## src/rtl/multi_cycle_ctrl.sv

```systemverilog
// Multi-cycle control FSM for the RV32I subset core: fetch, decode, execute,
// memory and write-back phases sharing one instruction/data memory port.
module multi_cycle_ctrl #(
  parameter logic [31:0] RESET_IR = 32'h00000013
) (
  input  logic        clk,
  input  logic        rst,
  input  logic [31:0] mem_rdata,
  input  logic        mem_ready,
  input  logic        zero,
  output logic        mem_req,
  output logic        mem_we,
  output logic        addr_sel,
  output logic [31:0] ir,
  output logic [3:0]  ALU_control,
  output logic        alu_a_sel,
  output logic        alu_b_sel,
  output logic [2:0]  imm_sel,
  output logic        rf_we,
  output logic [1:0]  wb_sel,
  output logic        pc_we,
  output logic [1:0]  pc_sel,
  output logic [2:0]  state,
  output logic        halted
);

  localparam logic [2:0] ST_FETCH  = 3'd0;
  localparam logic [2:0] ST_DECODE = 3'd1;
  localparam logic [2:0] ST_EXEC   = 3'd2;
  localparam logic [2:0] ST_MEM    = 3'd3;
  localparam logic [2:0] ST_WB     = 3'd4;
  localparam logic [2:0] ST_HALT   = 3'd7;

  localparam logic [6:0] OP_R      = 7'b0110011;
  localparam logic [6:0] OP_I      = 7'b0010011;
  localparam logic [6:0] OP_LOAD   = 7'b0000011;
  localparam logic [6:0] OP_STORE  = 7'b0100011;
  localparam logic [6:0] OP_BRANCH = 7'b1100011;
  localparam logic [6:0] OP_LUI    = 7'b0110111;
  localparam logic [6:0] OP_AUIPC  = 7'b0010111;
  localparam logic [6:0] OP_JAL    = 7'b1101111;
  localparam logic [6:0] OP_JALR   = 7'b1100111;

  localparam logic [3:0] ALU_ADD   = 4'b0000;
  localparam logic [3:0] ALU_SUB   = 4'b0001;
  localparam logic [3:0] ALU_AND   = 4'b0010;
  localparam logic [3:0] ALU_OR    = 4'b0011;
  localparam logic [3:0] ALU_XOR   = 4'b0100;
  localparam logic [3:0] ALU_SLL   = 4'b0101;
  localparam logic [3:0] ALU_SRL   = 4'b0110;
  localparam logic [3:0] ALU_SRA   = 4'b0111;
  localparam logic [3:0] ALU_SLT   = 4'b1000;
  localparam logic [3:0] ALU_SLTU  = 4'b1001;
  localparam logic [3:0] ALU_LUI   = 4'b1010;
  localparam logic [3:0] ALU_AUIPC = 4'b1011;
  localparam logic [3:0] ALU_JAL   = 4'b1100;
  localparam logic [3:0] ALU_JALR  = 4'b1101;

  localparam logic [2:0] IMM_I = 3'd0;
  localparam logic [2:0] IMM_S = 3'd1;
  localparam logic [2:0] IMM_B = 3'd2;
  localparam logic [2:0] IMM_U = 3'd3;
  localparam logic [2:0] IMM_J = 3'd4;

  localparam logic [1:0] WB_ALU = 2'd0;
  localparam logic [1:0] WB_MEM = 2'd1;
  localparam logic [1:0] WB_PC4 = 2'd2;

  localparam logic [1:0] PC_PLUS4  = 2'd0;
  localparam logic [1:0] PC_ALU    = 2'd1;
  localparam logic [1:0] PC_BRANCH = 2'd2;

  logic [2:0]  state_q, state_d;
  logic [31:0] ir_q, ir_d;
  logic        halted_q, halted_d;

  logic [6:0] opcode;
  logic [2:0] funct3;
  logic [4:0] rd;
  logic       is_r, is_i, is_lw, is_sw, is_br, is_lui, is_auipc, is_jal, is_jalr;
  logic       legal;

  always_comb begin
    opcode   = ir_q[6:0];
    funct3   = ir_q[14:12];
    rd       = ir_q[11:7];
    is_r     = (opcode == OP_R);
    is_i     = (opcode == OP_I);
    is_lw    = (opcode == OP_LOAD)   && (funct3 == 3'b010);
    is_sw    = (opcode == OP_STORE)  && (funct3 == 3'b010);
    is_br    = (opcode == OP_BRANCH) && (funct3[2:1] == 2'b00);
    is_lui   = (opcode == OP_LUI);
    is_auipc = (opcode == OP_AUIPC);
    is_jal   = (opcode == OP_JAL);
    is_jalr  = (opcode == OP_JALR)   && (funct3 == 3'b000);
    legal    = is_r | is_i | is_lw | is_sw | is_br | is_lui | is_auipc | is_jal | is_jalr;
  end

  // Datapath configuration for the instruction in ir; held from EXEC through WB
  // so the ALU result stays stable while it is used as address or write data.
  logic [3:0] cfg_alu;
  logic       cfg_a_sel;
  logic       cfg_b_sel;
  logic [2:0] cfg_imm;

  always_comb begin
    cfg_alu   = ALU_ADD;
    cfg_a_sel = 1'b0;
    cfg_b_sel = 1'b0;
    cfg_imm   = IMM_I;
    if (is_r || is_i) begin
      cfg_b_sel = is_i;
      case (funct3)
        3'b000:  cfg_alu = (is_r && ir_q[30]) ? ALU_SUB : ALU_ADD;
        3'b001:  cfg_alu = ALU_SLL;
        3'b010:  cfg_alu = ALU_SLT;
        3'b011:  cfg_alu = ALU_SLTU;
        3'b100:  cfg_alu = ALU_XOR;
        3'b101:  cfg_alu = ir_q[30] ? ALU_SRA : ALU_SRL;
        3'b110:  cfg_alu = ALU_OR;
        default: cfg_alu = ALU_AND;
      endcase
    end else if (is_lw) begin
      cfg_b_sel = 1'b1;
    end else if (is_sw) begin
      cfg_b_sel = 1'b1;
      cfg_imm   = IMM_S;
    end else if (is_br) begin
      cfg_alu   = ALU_SUB;
      cfg_imm   = IMM_B;
    end else if (is_lui || is_auipc) begin
      cfg_alu   = is_lui ? ALU_LUI : ALU_AUIPC;
      cfg_a_sel = 1'b1;
      cfg_b_sel = 1'b1;
      cfg_imm   = IMM_U;
    end else if (is_jal) begin
      cfg_alu   = ALU_JAL;
      cfg_b_sel = 1'b1;
      cfg_imm   = IMM_J;
    end else if (is_jalr) begin
      cfg_alu   = ALU_JALR;
      cfg_b_sel = 1'b1;
    end
  end

  logic br_taken;
  assign br_taken = funct3[0] ? ~zero : zero;

  always_comb begin
    state_d  = state_q;
    ir_d     = ir_q;
    halted_d = halted_q;
    case (state_q)
      ST_FETCH: begin
        if (mem_ready) begin
          ir_d    = mem_rdata;
          state_d = ST_DECODE;
        end
      end
      ST_DECODE: begin
        if (legal) begin
          state_d = ST_EXEC;
        end else begin
          state_d  = ST_HALT;
          halted_d = 1'b1;
        end
      end
      ST_EXEC: begin
        if (is_br)               state_d = ST_FETCH;
        else if (is_lw || is_sw) state_d = ST_MEM;
        else                     state_d = ST_WB;
      end
      ST_MEM: begin
        if (mem_ready) state_d = is_sw ? ST_FETCH : ST_WB;
      end
      ST_WB:   state_d = ST_FETCH;
      ST_HALT: state_d = ST_HALT;
      default: state_d = ST_FETCH;
    endcase
  end

  always_ff @(posedge clk) begin
    if (rst) begin
      state_q  <= ST_FETCH;
      ir_q     <= RESET_IR;
      halted_q <= 1'b0;
    end else begin
      state_q  <= state_d;
      ir_q     <= ir_d;
      halted_q <= halted_d;
    end
  end

  // Strobes and selects are forced low for the whole reset cycle, even before
  // state_q has been cleared, so an abandoned request never produces a write.
  always_comb begin
    mem_req     = 1'b0;
    mem_we      = 1'b0;
    addr_sel    = 1'b0;
    ALU_control = ALU_ADD;
    alu_a_sel   = 1'b0;
    alu_b_sel   = 1'b0;
    imm_sel     = IMM_I;
    rf_we       = 1'b0;
    wb_sel      = WB_ALU;
    pc_we       = 1'b0;
    pc_sel      = PC_PLUS4;
    if (!rst) begin
      case (state_q)
        ST_FETCH: mem_req = 1'b1;
        ST_EXEC: begin
          ALU_control = cfg_alu;
          alu_a_sel   = cfg_a_sel;
          alu_b_sel   = cfg_b_sel;
          imm_sel     = cfg_imm;
          if (is_br) begin
            pc_we  = 1'b1;
            pc_sel = br_taken ? PC_BRANCH : PC_PLUS4;
          end
        end
        ST_MEM: begin
          mem_req     = 1'b1;
          addr_sel    = 1'b1;
          mem_we      = is_sw;
          ALU_control = ALU_ADD;
          alu_a_sel   = cfg_a_sel;
          alu_b_sel   = cfg_b_sel;
          imm_sel     = cfg_imm;
          pc_we       = is_sw & mem_ready;
        end
        ST_WB: begin
          ALU_control = cfg_alu;
          alu_a_sel   = cfg_a_sel;
          alu_b_sel   = cfg_b_sel;
          imm_sel     = cfg_imm;
          rf_we       = (rd != 5'd0);
          if (is_lw)                 wb_sel = WB_MEM;
          else if (is_jal || is_jalr) wb_sel = WB_PC4;
          pc_we  = 1'b1;
          pc_sel = (is_jal || is_jalr) ? PC_ALU : PC_PLUS4;
        end
        default: ;
      endcase
    end
  end

  assign ir     = ir_q;
  assign state  = state_q;
  assign halted = halted_q;

endmodule

```

## config.mk

```make
export PLATFORM = sky130hd
export DESIGN_NAME = multi_cycle_ctrl
export DESIGN_NICKNAME = d
export VERILOG_FILES = /design/src/rtl/multi_cycle_ctrl.sv
export SDC_FILE = /design/constraint.sdc
export NUM_CORES = 1
export LEC_CHECK = 0
export CAP_MARGIN = 5
export CORE_ASPECT_RATIO = 1.5
export CORE_MARGIN = 2
export CORE_UTILIZATION = 44
export CTS_CLUSTER_DIAMETER = 150
export DETAILED_ROUTE_END_ITERATION = 6
export PLACE_DENSITY_LB_ADDON = 0.15
export SKIP_CTS_REPAIR_TIMING = 1
export SLEW_MARGIN = 5
export SYNTH_ARGS = -nofsm -noshare
export SYNTH_HDL_FRONTEND = slang
export SYNTH_SLANG_ARGS = --single-unit
```

## constraint.sdc

```tcl
create_clock -name clk -period 3.8 [get_ports clk]
set_input_delay 0.95 -clock clk [delete_from_list [all_inputs] [get_ports clk]]
set_output_delay 0.95 -clock clk [all_outputs]
set_load 0.01 [all_outputs]
```

==> impl_metrics.json <==
{
  "mostFrequentLayoutCells": "clkdlybuf4s50_1 (88), nand2_1 (66), a21oi_1 (36), dfxtp_1 (36), nor2_1 (15)",
  "ir_worst_vdd_mv": 0.4756,
  "drt_iter0_drc": 76,
  "synth_nets": 281,
  "slew_headroom_pct": 66.33,
  "tritoncts": "done",
  "routed-via-count": 2043,
  "netlist.area_leader.share_pct": 37.50,
  "wire_per_inst_um": 13.93,
  "post-route-period-util_pct": 96.80,
  "core_area_sq_um": 4209,
  "synth_xor_xnor_area_share_pct": 0.4557,
  "ys.flop_type": "dfxtp_1",
  "setup_violations": 0,
  "hpwl_um": 3889,
  "rr_startpoint": "state[0]",
  "synth_seq_cells": 36,
  "place.gp.congestion": 0.8095,
  "min_from": "halted",
  "start_util_pct": 45.66,
  "area_growth_pct": 50.52,
  "layout.nets": 366,
  "synth_fa_ha_area_share_pct": 0,
  "yosys.area.top_type": "dfxtp_1",
  "grt_max_degree": 40,
  "diodes": 0,
  "cap_violations": 0,
  "crit_start": "rst",
  "fin_area_sq_um": 2893,
  "power_w": 0.001406,
  "port_buffers": 89,
  "regArea_sq_um": 720.7,
  "htreeDepth": 2,
  "globalRouteTotalUtil_pct": 22.94,
  "n_fill_cell": 375,
  "hp-class": "reg2reg",
  "slew_violations": 0,
  "drc": 0,
  "path_class": "in2out",
  "die_area_sq_um": 4923,
  "ant_nets": 0,
  "endpoint_kind": "output port",
  "critPathArrivalTime_ns": 2.73,
  "p_per_area_nw_per_um2": 486.0,
  "synth_mux_area_share_pct": 0,
  "cp_max_fo": 4,
  "synth_cell_types": 46,
  "synthArstFlopShare_pct": 0,
  "fin_cells": 377,
  "worstPathRequired_ns": 2.85,
  "final_common_cell": "clkdlybuf4s50_1",
  "die_h_um": 84.94,
  "worst_pin_slew_ns": 0.5044,
  "min_path_cells": 2,
  "antenna_found_initial": 0,
  "synth_top_family_by_area": "simple AND/OR/NAND/NOR gates",
  "final_layout_size_suffix_gt1_share_pct": 8.761,
  "place_area_sq_um": 2805,
  "clkTransAtPathRegs_ns": 0.07,
  "synth-edff-count": 0,
  "synth_compound_area_share_pct": 20.70,
  "leakage_nw": 1.058,
  "worst_r2r_path_depth": 4,
  "syn_area_sq_um": 1922,
  "cp-start-kind": "input pin",
  "fin_tns_setup_ns": 0,
  "hold_viol": 0,
  "dr.pass1.iters": 4,
  "skew_ns": 0.004863,
  "grt_overflow_total": 0,
  "clkLatencyLatePin_ns": 0.28,
  "die_w_um": 57.96,
  "clk_path_buf_depth": 2,
  "synthCells": 245,
  "grt_pass1_wl_um": 8928,
  "fmax_mhz": 271.9,
  "cts_buffers": 5,
  "synth_simple_gate_area_share_pct": 34.64,
  "cts-root-buf": "clkbuf_8",
  "postRouteWirelength_um": 5250,
  "yosysWarnings": 0,
  "synth_top_cells_by_area": "dfxtp_1 (38%), nand2_1 (13%), a21oi_1 (9.4%)",
  "avgSynthCellArea_sq_um": 7.844,
  "status": "complete, no violations",
  "place_inst": 369,
  "period_minus_slack_ns": 3.678,
  "grt_pass1_vias": 1875,
  "cts.sinks": 36,
  "io_pins": 90,
  "placementRows": 29,
  "rsz0062_at_grt": "no",
  "ys_seq_area_share_pct": 37.50,
  "via_per_inst": 5.419,
  "multiInputGateArea_sq_um": 1072
}
## per-layer routing
layer | global-route usage, % | part of all wire, % | up-vias
met4 | 9.091 | 1.6 | 0
met1 | 28.18 | 40 | 954
met3 | 6.402 | 6.2 | 6
met2 | 37.40 | 52 | 59
met5 | 0 | 0 | -
li1 | - | - | 1024
## worst paths after layout
path,end,slack (ns)
worst min-delay path,halted,0.45
worst max-delay path,wb_sel[1],0.12
worst max register to register,state[2],2.19
worst min register to register,halted,0.45
## cell usage after synthesis (4+ instances only)
| cell type | count |
|---|---|
| nand3b_1 | 5 |
| nor3_1 | 6 |
| dfxtp_1 | 36 |
| nor2_1 | 15 |
| a21oi_1 | 36 |
| nand2_1 | 66 |
| nand4_1 | 4 |
| nand3_1 | 4 |
| clkbuf_1 | 4 |
| o21ai_0 | 4 |
| buf_2 | 8 |
## layout make-up
cell class	count	share of cell area, %
multi-input combinational	188	37.07
sequential	36	24.91
timing repair buffer	96	32.70
clock buffer	7	2.638
tap	46	1.990
inverter	3	0.3893
clock inverter	1	0.3028
## metrics by stage
stage / hold WS [ns] / util, % / setup WS, ns
after floorplan: 0.4696 / - / 1.017
after global placement: 0.4343 / 66.65 / 0.1228
after detailed placement: 0.4455 / 66.65 / 0.1119
after CTS: 0.4559 / 68.67 / 0.1068
after global routing: 0.4792 / 68.73 / 0.02785
final: 0.4523 / 68.73 / 0.1217
## sequential cells by signal (all words and copies together), names as in the netlist
name    flops
ir         32
halted      1
state       3
## worst max-delay path, stage by stage
cell,delay [ns]
clkdlybuf4s50_1,0.43
or2_2,0.31
or2_2,0.35
nor2_1,0.13
clkdlybuf4s50_1,0.56
## power breakdown
part           leakage (nW)  switching (W)  total (W)  internal (W)
Clock                0.0424       0.000130   0.000261      0.000131
Sequential            0.296       0.000101   0.000548      0.000447
Combinational         0.720       0.000293   0.000596      0.000303
Total                  1.06       0.000524    0.00141      0.000882
## logic make-up (layout without fill, tap and decap cells)
logic type             count (synthesis)  after routing
AND/OR/NAND/NOR                      124            124
buffers and inverters                 21            107
XOR/XNOR                               1              1
flip-flops                            36             36
AO/OA/AOI/OAI                         63             63
No activity file was read; power rests on OpenSTA's default activity.
